## src/rtl/pipeline_ctrl_pkg.sv

```systemverilog
// Shared encodings for the dual-issue pipeline: FSM states, issue masks and ALU op codes.
package pipeline_ctrl_pkg;

   typedef enum logic {
      ST_RUN   = 1'b0,
      ST_SPLIT = 1'b1
   } state_t;

   localparam logic [1:0] ISSUE_NONE = 2'b00;
   localparam logic [1:0] ISSUE_S1   = 2'b01;
   localparam logic [1:0] ISSUE_S2   = 2'b10;
   localparam logic [1:0] ISSUE_BOTH = 2'b11;

   typedef enum logic [3:0] {
      ALU_ADD  = 4'h0,
      ALU_SUB  = 4'h1,
      ALU_AND  = 4'h2,
      ALU_OR   = 4'h3,
      ALU_XOR  = 4'h4,
      ALU_SLL  = 4'h5,
      ALU_SRL  = 4'h6,
      ALU_SRA  = 4'h7,
      ALU_SLT  = 4'h8,
      ALU_SLTU = 4'h9
   } alu_op_t;

endpackage

```

## src/rtl/sat_counter.sv

```systemverilog
// Up-counter that sticks at all-ones; synchronous active-high clear.
module sat_counter #(
   parameter int unsigned W = 16
) (
   input  logic         clk,
   input  logic         rst,
   input  logic         inc,
   output logic [W-1:0] q
);

   always_ff @(posedge clk) begin
      if (rst) begin
         q <= '0;
      end else if (inc && (q != '1)) begin
         q <= q + W'(1);
      end
   end

endmodule

```

## src/rtl/pipeline_ctrl.sv

```systemverilog
// Stall/flush/issue controller for a two-slot in-order pipeline, with perf counters
// and a sticky data-memory timeout flag.
module pipeline_ctrl
   import pipeline_ctrl_pkg::*;
#(
   parameter int unsigned CNT_W       = 16,
   parameter int unsigned MEM_TIMEOUT = 255
) (
   input  logic             clk,
   input  logic             rst,
   input  logic             stall_raw_1,
   input  logic             stall_raw_2,
   input  logic             intra_dep,
   input  logic             mem_busy,
   input  logic             br_taken,
   output logic             pc_en,
   output logic             if_id_en,
   output logic             id_ex_en,
   output logic             ex_mem_en,
   output logic             mem_wb_en,
   output logic             if_id_flush,
   output logic             id_ex_flush,
   output logic [1:0]       issue_mask,
   output logic [CNT_W-1:0] stall_cycles,
   output logic [CNT_W-1:0] flush_count,
   output logic             err_timeout
);

   localparam int unsigned TO_W = $clog2(MEM_TIMEOUT + 1);

   state_t          state_q;
   state_t          state_d;
   logic            flush_inc;
   logic            stall_inc;
   logic [TO_W-1:0] busy_cnt;

   always_ff @(posedge clk) begin
      if (rst) begin
         state_q <= ST_RUN;
      end else begin
         state_q <= state_d;
      end
   end

   // Priority: reset, memory freeze, branch flush, then hazard/split handling.
   always_comb begin
      state_d     = state_q;
      pc_en       = 1'b1;
      if_id_en    = 1'b1;
      id_ex_en    = 1'b1;
      ex_mem_en   = 1'b1;
      mem_wb_en   = 1'b1;
      if_id_flush = 1'b0;
      id_ex_flush = 1'b0;
      issue_mask  = ISSUE_NONE;
      flush_inc   = 1'b0;
      if (rst) begin
         {pc_en, if_id_en, id_ex_en, ex_mem_en, mem_wb_en} = 5'b0;
         if_id_flush = 1'b1;
         id_ex_flush = 1'b1;
         state_d     = ST_RUN;
      end else if (mem_busy) begin
         {pc_en, if_id_en, id_ex_en, ex_mem_en, mem_wb_en} = 5'b0;
      end else if (br_taken) begin
         if_id_flush = 1'b1;
         id_ex_flush = 1'b1;
         flush_inc   = 1'b1;
         state_d     = ST_RUN;
      end else begin
         unique case (state_q)
            ST_RUN: begin
               if (stall_raw_1) begin
                  pc_en       = 1'b0;
                  if_id_en    = 1'b0;
                  id_ex_flush = 1'b1;
               end else if (stall_raw_2 || intra_dep) begin
                  pc_en      = 1'b0;
                  if_id_en   = 1'b0;
                  issue_mask = ISSUE_S1;
                  state_d    = ST_SPLIT;
               end else begin
                  issue_mask = ISSUE_BOTH;
               end
            end
            ST_SPLIT: begin
               if (stall_raw_2) begin
                  pc_en       = 1'b0;
                  if_id_en    = 1'b0;
                  id_ex_flush = 1'b1;
               end else begin
                  issue_mask = ISSUE_S2;
                  state_d    = ST_RUN;
               end
            end
            default: state_d = ST_RUN;
         endcase
      end
   end

   assign stall_inc = ~pc_en & ~rst;

   sat_counter #(.W(CNT_W)) u_stall_cnt (
      .clk (clk),
      .rst (rst),
      .inc (stall_inc),
      .q   (stall_cycles)
   );

   sat_counter #(.W(CNT_W)) u_flush_cnt (
      .clk (clk),
      .rst (rst),
      .inc (flush_inc),
      .q   (flush_count)
   );

   // Consecutive-busy run length; flag latches on the edge the run reaches MEM_TIMEOUT.
   always_ff @(posedge clk) begin
      if (rst) begin
         busy_cnt    <= '0;
         err_timeout <= 1'b0;
      end else if (mem_busy) begin
         if (busy_cnt != TO_W'(MEM_TIMEOUT)) begin
            busy_cnt <= busy_cnt + TO_W'(1);
         end
         if (busy_cnt == TO_W'(MEM_TIMEOUT - 1)) begin
            err_timeout <= 1'b1;
         end
      end else begin
         busy_cnt <= '0;
      end
   end

endmodule

```

## config.mk

```make
export PLATFORM = sky130hd
export DESIGN_NAME = pipeline_ctrl
export DESIGN_NICKNAME = d
export VERILOG_FILES = /design/src/rtl/pipeline_ctrl_pkg.sv /design/src/rtl/sat_counter.sv /design/src/rtl/pipeline_ctrl.sv
export SDC_FILE = /design/constraint.sdc
export NUM_CORES = 1
export LEC_CHECK = 0
export CORE_ASPECT_RATIO = 1.1
export CORE_MARGIN = 2
export CORE_UTILIZATION = 34
export CTS_BUF_LIST = sky130_fd_sc_hd__clkbuf_16
export CTS_CLUSTER_DIAMETER = 50
export DETAILED_ROUTE_END_ITERATION = 6
export PLACE_DENSITY_LB_ADDON = 0.08
export SLEW_MARGIN = 10
export SYNTH_ARGS = -nofsm -noshare
export SYNTH_HDL_FRONTEND = slang
export SYNTH_SLANG_ARGS = --single-unit
```

## constraint.sdc

```tcl
create_clock -name clk -period 1.6 [get_ports clk]
set_input_delay 0.24 -clock clk [delete_from_list [all_inputs] [get_ports clk]]
set_output_delay 0.24 -clock clk [all_outputs]
set_load 0.01 [all_outputs]
```

Word level (Yosys, flattened, before mapping)
Cells that the tools add are included.

Add/subtract/negate cells: 3. $mul: 0. Divide/modulo/power cells: 0. Magnitude comparators: 0. Equality and inequality tests: 4. Shift-type cells: 0. Muxes and demuxes: 30. Bitwise logic cells: 5. Reduce and logical (&&, ||, !) cells: 5.

Operator list (number): $add 16x1->16 const B (2); $ne 16x16->1 const B (2); $mux 1 (20); $mux 2 (6); $add 8x1->8 const B (1); $eq 8x8->1 const B (1); $ne 8x8->1 const B (1); $pmux 1 s2 (3); $not 1->1 (4); $pmux 2 s2 (1); $logic_and 1x1->1 (2); $reduce_and 2->1 (1); $reduce_or 2->1 (1); $and 1x1->1 (1); $logic_or 1x1->1 (1).

Register bits: 42. Bits in latches: 0. Memory bits (writable): 0. ROM bits: 0. Input bits: 7. Output and inout bits: 42. Word-level logic and storage cells: 52. Memories kept: 0.

Depth between registers and ports, before layout
Word-level depth: 10. Gate-level depth with buffers: 7. Depth with buffers taken out: 5.

By module
A second synthesis with hierarchy kept.

Cells, all modules: 267. Area, all modules: 2273.4 um2.

Modules (own cells, without submodules): sat_counter (times used 2, cells each 99, area an instance 848.3 um2, sequential area each 320.3 um2); pipeline_ctrl (times used 1, cells each 69, area an instance 576.8 um2, sequential area each 200.2 um2).

Least setup slack after synthesis
No wires, ideal clock.

Path kind: flip-flop to flip-flop. Start: register state_q. End: register u_stall_cnt.q[8]. Setup time: 0.123 ns. Arrival: 1.551 ns. Required time: 1.477 ns. Slack: -0.074 ns. Cell stages (with the launch flop): 6. Buffers on the path: 1. Clock period less this slack: 1.674 ns. Cell sequence: dfxtp_1 -> o21bai_1 -> a221o_1 -> buf_6 -> nor4_1 -> mux2_1.

Word-level cells in the longest chain between the ends: 8.

RTL lines: start: declaration (RTL line pipeline_ctrl.sv:31) `state_t state_q;`; start signal: assignment (RTL line pipeline_ctrl.sv:41) `state_q <= state_d;`; $not 1->1; $pmux 1 s2 (*) (RTL line pipeline_ctrl.sv:70) `unique case (state_q)`; $mux 1 (*) (RTL line pipeline_ctrl.sv:64) `end else if (br_taken) begin`; $mux 1 (*) (RTL line pipeline_ctrl.sv:62) `end else if (mem_busy) begin`; $mux 1 (*) (RTL line pipeline_ctrl.sv:57) `if (rst) begin`; $not 1->1 (*) (RTL line pipeline_ctrl.sv:100) `assign stall_inc = ~pc_en & ~rst;`; $and 1x1->1 (*) (RTL line pipeline_ctrl.sv:100); $logic_and 1x1->1 (*) (RTL line sat_counter.sv:14) `end else if (inc && (q != '1)) begin`; end signal: assignment (RTL line sat_counter.sv:15) `q <= q + W'(1);`; end: declaration (RTL line sat_counter.sv:8) `output logic [W-1:0] q`.

Mark *: on every way between the ends. The rest lies on a longest branch, timed or not. A chain may end at the register's enable or synchronous reset.

Final worst setup path
Start: register state_q. End: register u_stall_cnt.q[6].

The elaborated chain is that of the path after synthesis.

==> results.sh <==
export IMPL_status="finished with violations"
export IMPL_violations="setup timing"
export IMPL_drv_cap=0
export IMPL_fin_skew_ns=0.00420
export IMPL_place_worst_setup_slack_ns=-0.582
export IMPL_drive_above_1_share=0.355
export IMPL_ctsHoldBuffers=0
export IMPL_cts_buffers=5
export IMPL_synth_warnings=0
export IMPL_cts_sinks=42
export IMPL_via_per_inst=5.49
export IMPL_leakagePower_nw=1.41
export IMPL_worstSetupPathType="reg2reg"
export IMPL_critical_path_top_delay_family="compound AO/OA/AOI/OAI gates"
export IMPL_cp_arrival_ns=1.89
export IMPL_critPathLaunchType="flip-flop"
export IMPL_antenna_found_initial=0
export IMPL_max_slew_margin=0.686
export IMPL_initial_core_util=0.352
export IMPL_crit_required_ns=1.83
export IMPL_async_flop_share=0
export IMPL_tightest_slew_ns=0.470
export IMPL_io_pins=49
export IMPL_power_density_nw_per_um2=614
export IMPL_synth_area_um2=2340
export IMPL_period_share=1.04
export IMPL_tritoncts="built"
export IMPL_finalSetupViolCount=4
export IMPL_die_area_um2=7550
export IMPL_clk_pin_slew_ns=0.06
export IMPL_die_y_um=91.0
export IMPL_hold_start="rst"
export IMPL_track_usage=0.186
export IMPL_synth_seq_cells=42
export IMPL_finalHoldWorstSlack_ns=0.444
export IMPL_wl_um=6850
export IMPL_grt_max_degree=15
export IMPL_crit_chain="o21bai_4 -> a221o_2 -> buf_6 -> or4_4 -> nand2_1"
export IMPL_syn_nets=283
export IMPL_reg2reg_slack_ns=-0.06
export IMPL_synth_avg_cell_area_um2=8.59
export IMPL_syn_inst=272
export IMPL_path_max_fanout=8
export IMPL_drc_errors=0
export IMPL_port_buffers=48
export IMPL_antennaDiodeCount=0
export IMPL_overflow=0
export IMPL_vias=2571
export IMPL_setup_ws_ns=-0.0630
export IMPL_synth_edf_count=0
export IMPL_fmax_mhz=601
export IMPL_drt_iter0_markers=110
export IMPL_ant_nets=0
export IMPL_cp_end_kind="flip-flop"
export IMPL_slowest_stage="or4_4"
export IMPL_holdPathEnd="u_flush_cnt.q[5]"
export IMPL_max_vdd_ir_drop_mv=0.363
export IMPL_worstSkewPairLatency_ns=0.28
export IMPL_seq_area_frac_synth=0.360
export IMPL_hold_viol_final=0
export IMPL_drt_first_pass_iters=4
export IMPL_ys_types=56
export IMPL_area_delta_synth_final_pct=58.7
export IMPL_dp_final_hpwl_um=4930
export IMPL_rr_startpoint="state_q"
export IMPL_gp_congestion=0.770
export IMPL_synthFlopType="dfxtp_1"
export IMPL_rsz0062_at_grt="yes"
export IMPL_whs_path_depth=3
export IMPL_yosys_area_top_type_share=0.360
export IMPL_h_tree_depth=2
export IMPL_critPathBufInv=1
export IMPL_coreArea_um2=6630
export IMPL_die_w_um=83.1
export IMPL_hold_path_class="in2reg"
export IMPL_cts_root_buf="clkbuf_16"
export IMPL_grt_first_pass_wirelength_um=11800
export IMPL_synth_top_cell_by_area="dfxtp_1"
export IMPL_slew_viol_final=0
export IMPL_reg2reg_to="u_stall_cnt.q[6]"
export IMPL_min_period_ns=1.66
export IMPL_synth_area_leaders="dfxtp_1 36%, a21oi_1 4.9%, or4_1 3.9%"
export IMPL_clock_path_buffers=2
export IMPL_placementRows=31
export IMPL_wire_per_inst_um=14.6
export IMPL_grt_pass1_vias=2507
export IMPL_reg2reg_depth=5
export IMPL_max_stage_delay_ns=0.47
export IMPL_final_net_count=396
[metrics by stage]
| step | total power [W] | std cells | util | instance area (um2) | setup TNS (ns) |
|---|---|---|---|---|---|
| detailed placement | 0.00130 | 454 | 0.508 | 3370 | -18.13 |
| global route | 0.00236 | 468 | 0.559 | 3710 | -0.616 |
| floorplan | 0.00119 | 272 | - | 2360 | -0.0849 |
| CTS | 0.00229 | 464 | 0.537 | 3560 | -0.218 |
| global placement | 0.00130 | 454 | 0.508 | 3370 | -17.08 |
| finish | 0.00228 | 468 | 0.559 | 3710 | -0.0912 |
[layer usage]
metal,part of all wire,GRT usage
met1,0.47,0.237
met2,0.47,0.315
met3,0.043,0.0373
met4,0.016,0.0628
met5,0,0
[synth_stat cells (5+ instances only)]
| library cell | count |
|---|---|
| o31ai_1 | 11 |
| nor4_1 | 8 |
| inv_1 | 11 |
| o21ai_0 | 6 |
| nand2_1 | 18 |
| a21oi_1 | 23 |
| and3_1 | 7 |
| o311ai_0 | 5 |
| dfxtp_1 | 42 |
| and4_1 | 6 |
| nand3_1 | 17 |
| or4_1 | 12 |
| nand4_1 | 8 |
| clkbuf_1 | 6 |
| nor2_1 | 15 |
| o41ai_1 | 7 |
| buf_4 | 5 |
[cell usage in the layout (no fill, tap or decap), types with 3 or more instances in the layout]
cell and n:
o311ai_1 3, nand4_1 8, dfxtp_4 5, clkdlybuf4s50_1 33, buf_4 70, a21oi_2 3
nand2_1 18, dfxtp_2 16, o31ai_1 11, nor2_1 14, dfxtp_1 21, nand3_1 16
mux2i_1 3, buf_6 3, clkbuf_16 5, inv_1 11, nor4_1 6, nor3b_1 3
xnor2_1 3, buf_2 4, and4_1 3, o41ai_1 6, a21oi_1 20, dlygate4sd2_1 7
and3_1 6, nor2b_1 3, or4_1 11, o21ai_0 6, clkinv_1 3
[registers in the layout, indices dropped and copies added (netlist names)]
name / cells
busy_cnt: 8
err_timeout: 1
u_flush_cnt.q: 16
state_q: 1
u_stall_cnt.q: 16
[worst max path at each step]
stage / endpoint / from / depth (start not counted)
finish: u_stall_cnt.q[6] / state_q / 5
global route: u_stall_cnt.q[6] / state_q / 5
CTS: u_stall_cnt.q[0] / state_q / 5
detailed placement: u_stall_cnt.q[4] / mem_busy / 6
global placement: u_stall_cnt.q[4] / mem_busy / 6
floorplan: u_stall_cnt.q[8] / state_q / 5
[where the power goes]
group / switching [W] / internal [W] / total (W)
registers: 0.00000885 / 0.00105 / 0.00106
logic: 0.000125 / 0.000114 / 0.000239
clock network: 0.000416 / 0.000563 / 0.000979
[area by class of cell]
cell class / count / area [um2]
well taps: 82 / 103
flip-flops and latches: 42 / 880
clock inverters: 3 / 11.3
clock buffers: 5 / 125
multi-input cells: 202 / 1530
fillers: 607 / 2920
repair buffers: 122 / 1010
inverters: 12 / 50.0
[cell families (layout without fill, tap and decap cells)]
| family | after synthesis | in the layout | share of synthesized area |
|---|---|---|---|
| flops | 42 | 42 | 0.360 |
| mux | 6 | 6 | 0.0273 |
| compound gates | 72 | 73 | 0.211 |
| buf+inv | 29 | 142 | 0.0653 |
| xor+xnor | 4 | 4 | 0.0150 |
| fa+ha+maj | 4 | 4 | 0.0214 |
| simple gates | 115 | 115 | 0.300 |
[tightest hold or removal path, stage by stage]
cell and delay [ns]:
dlygate4sd2_1 0.25, buf_4 0.16, a21oi_2 0.04
[repair_timing]
item / in CTS / in global routing
endpoints found under the setup margin: 40 / 42
pin swaps: 8 / 8
setup buffers: 1 / 3
endpoints found under the hold margin: 0 / 0
cloned: 1 / 1
gates resized for setup: 45 / 46
No activity file was read; power rests on OpenSTA's default activity.
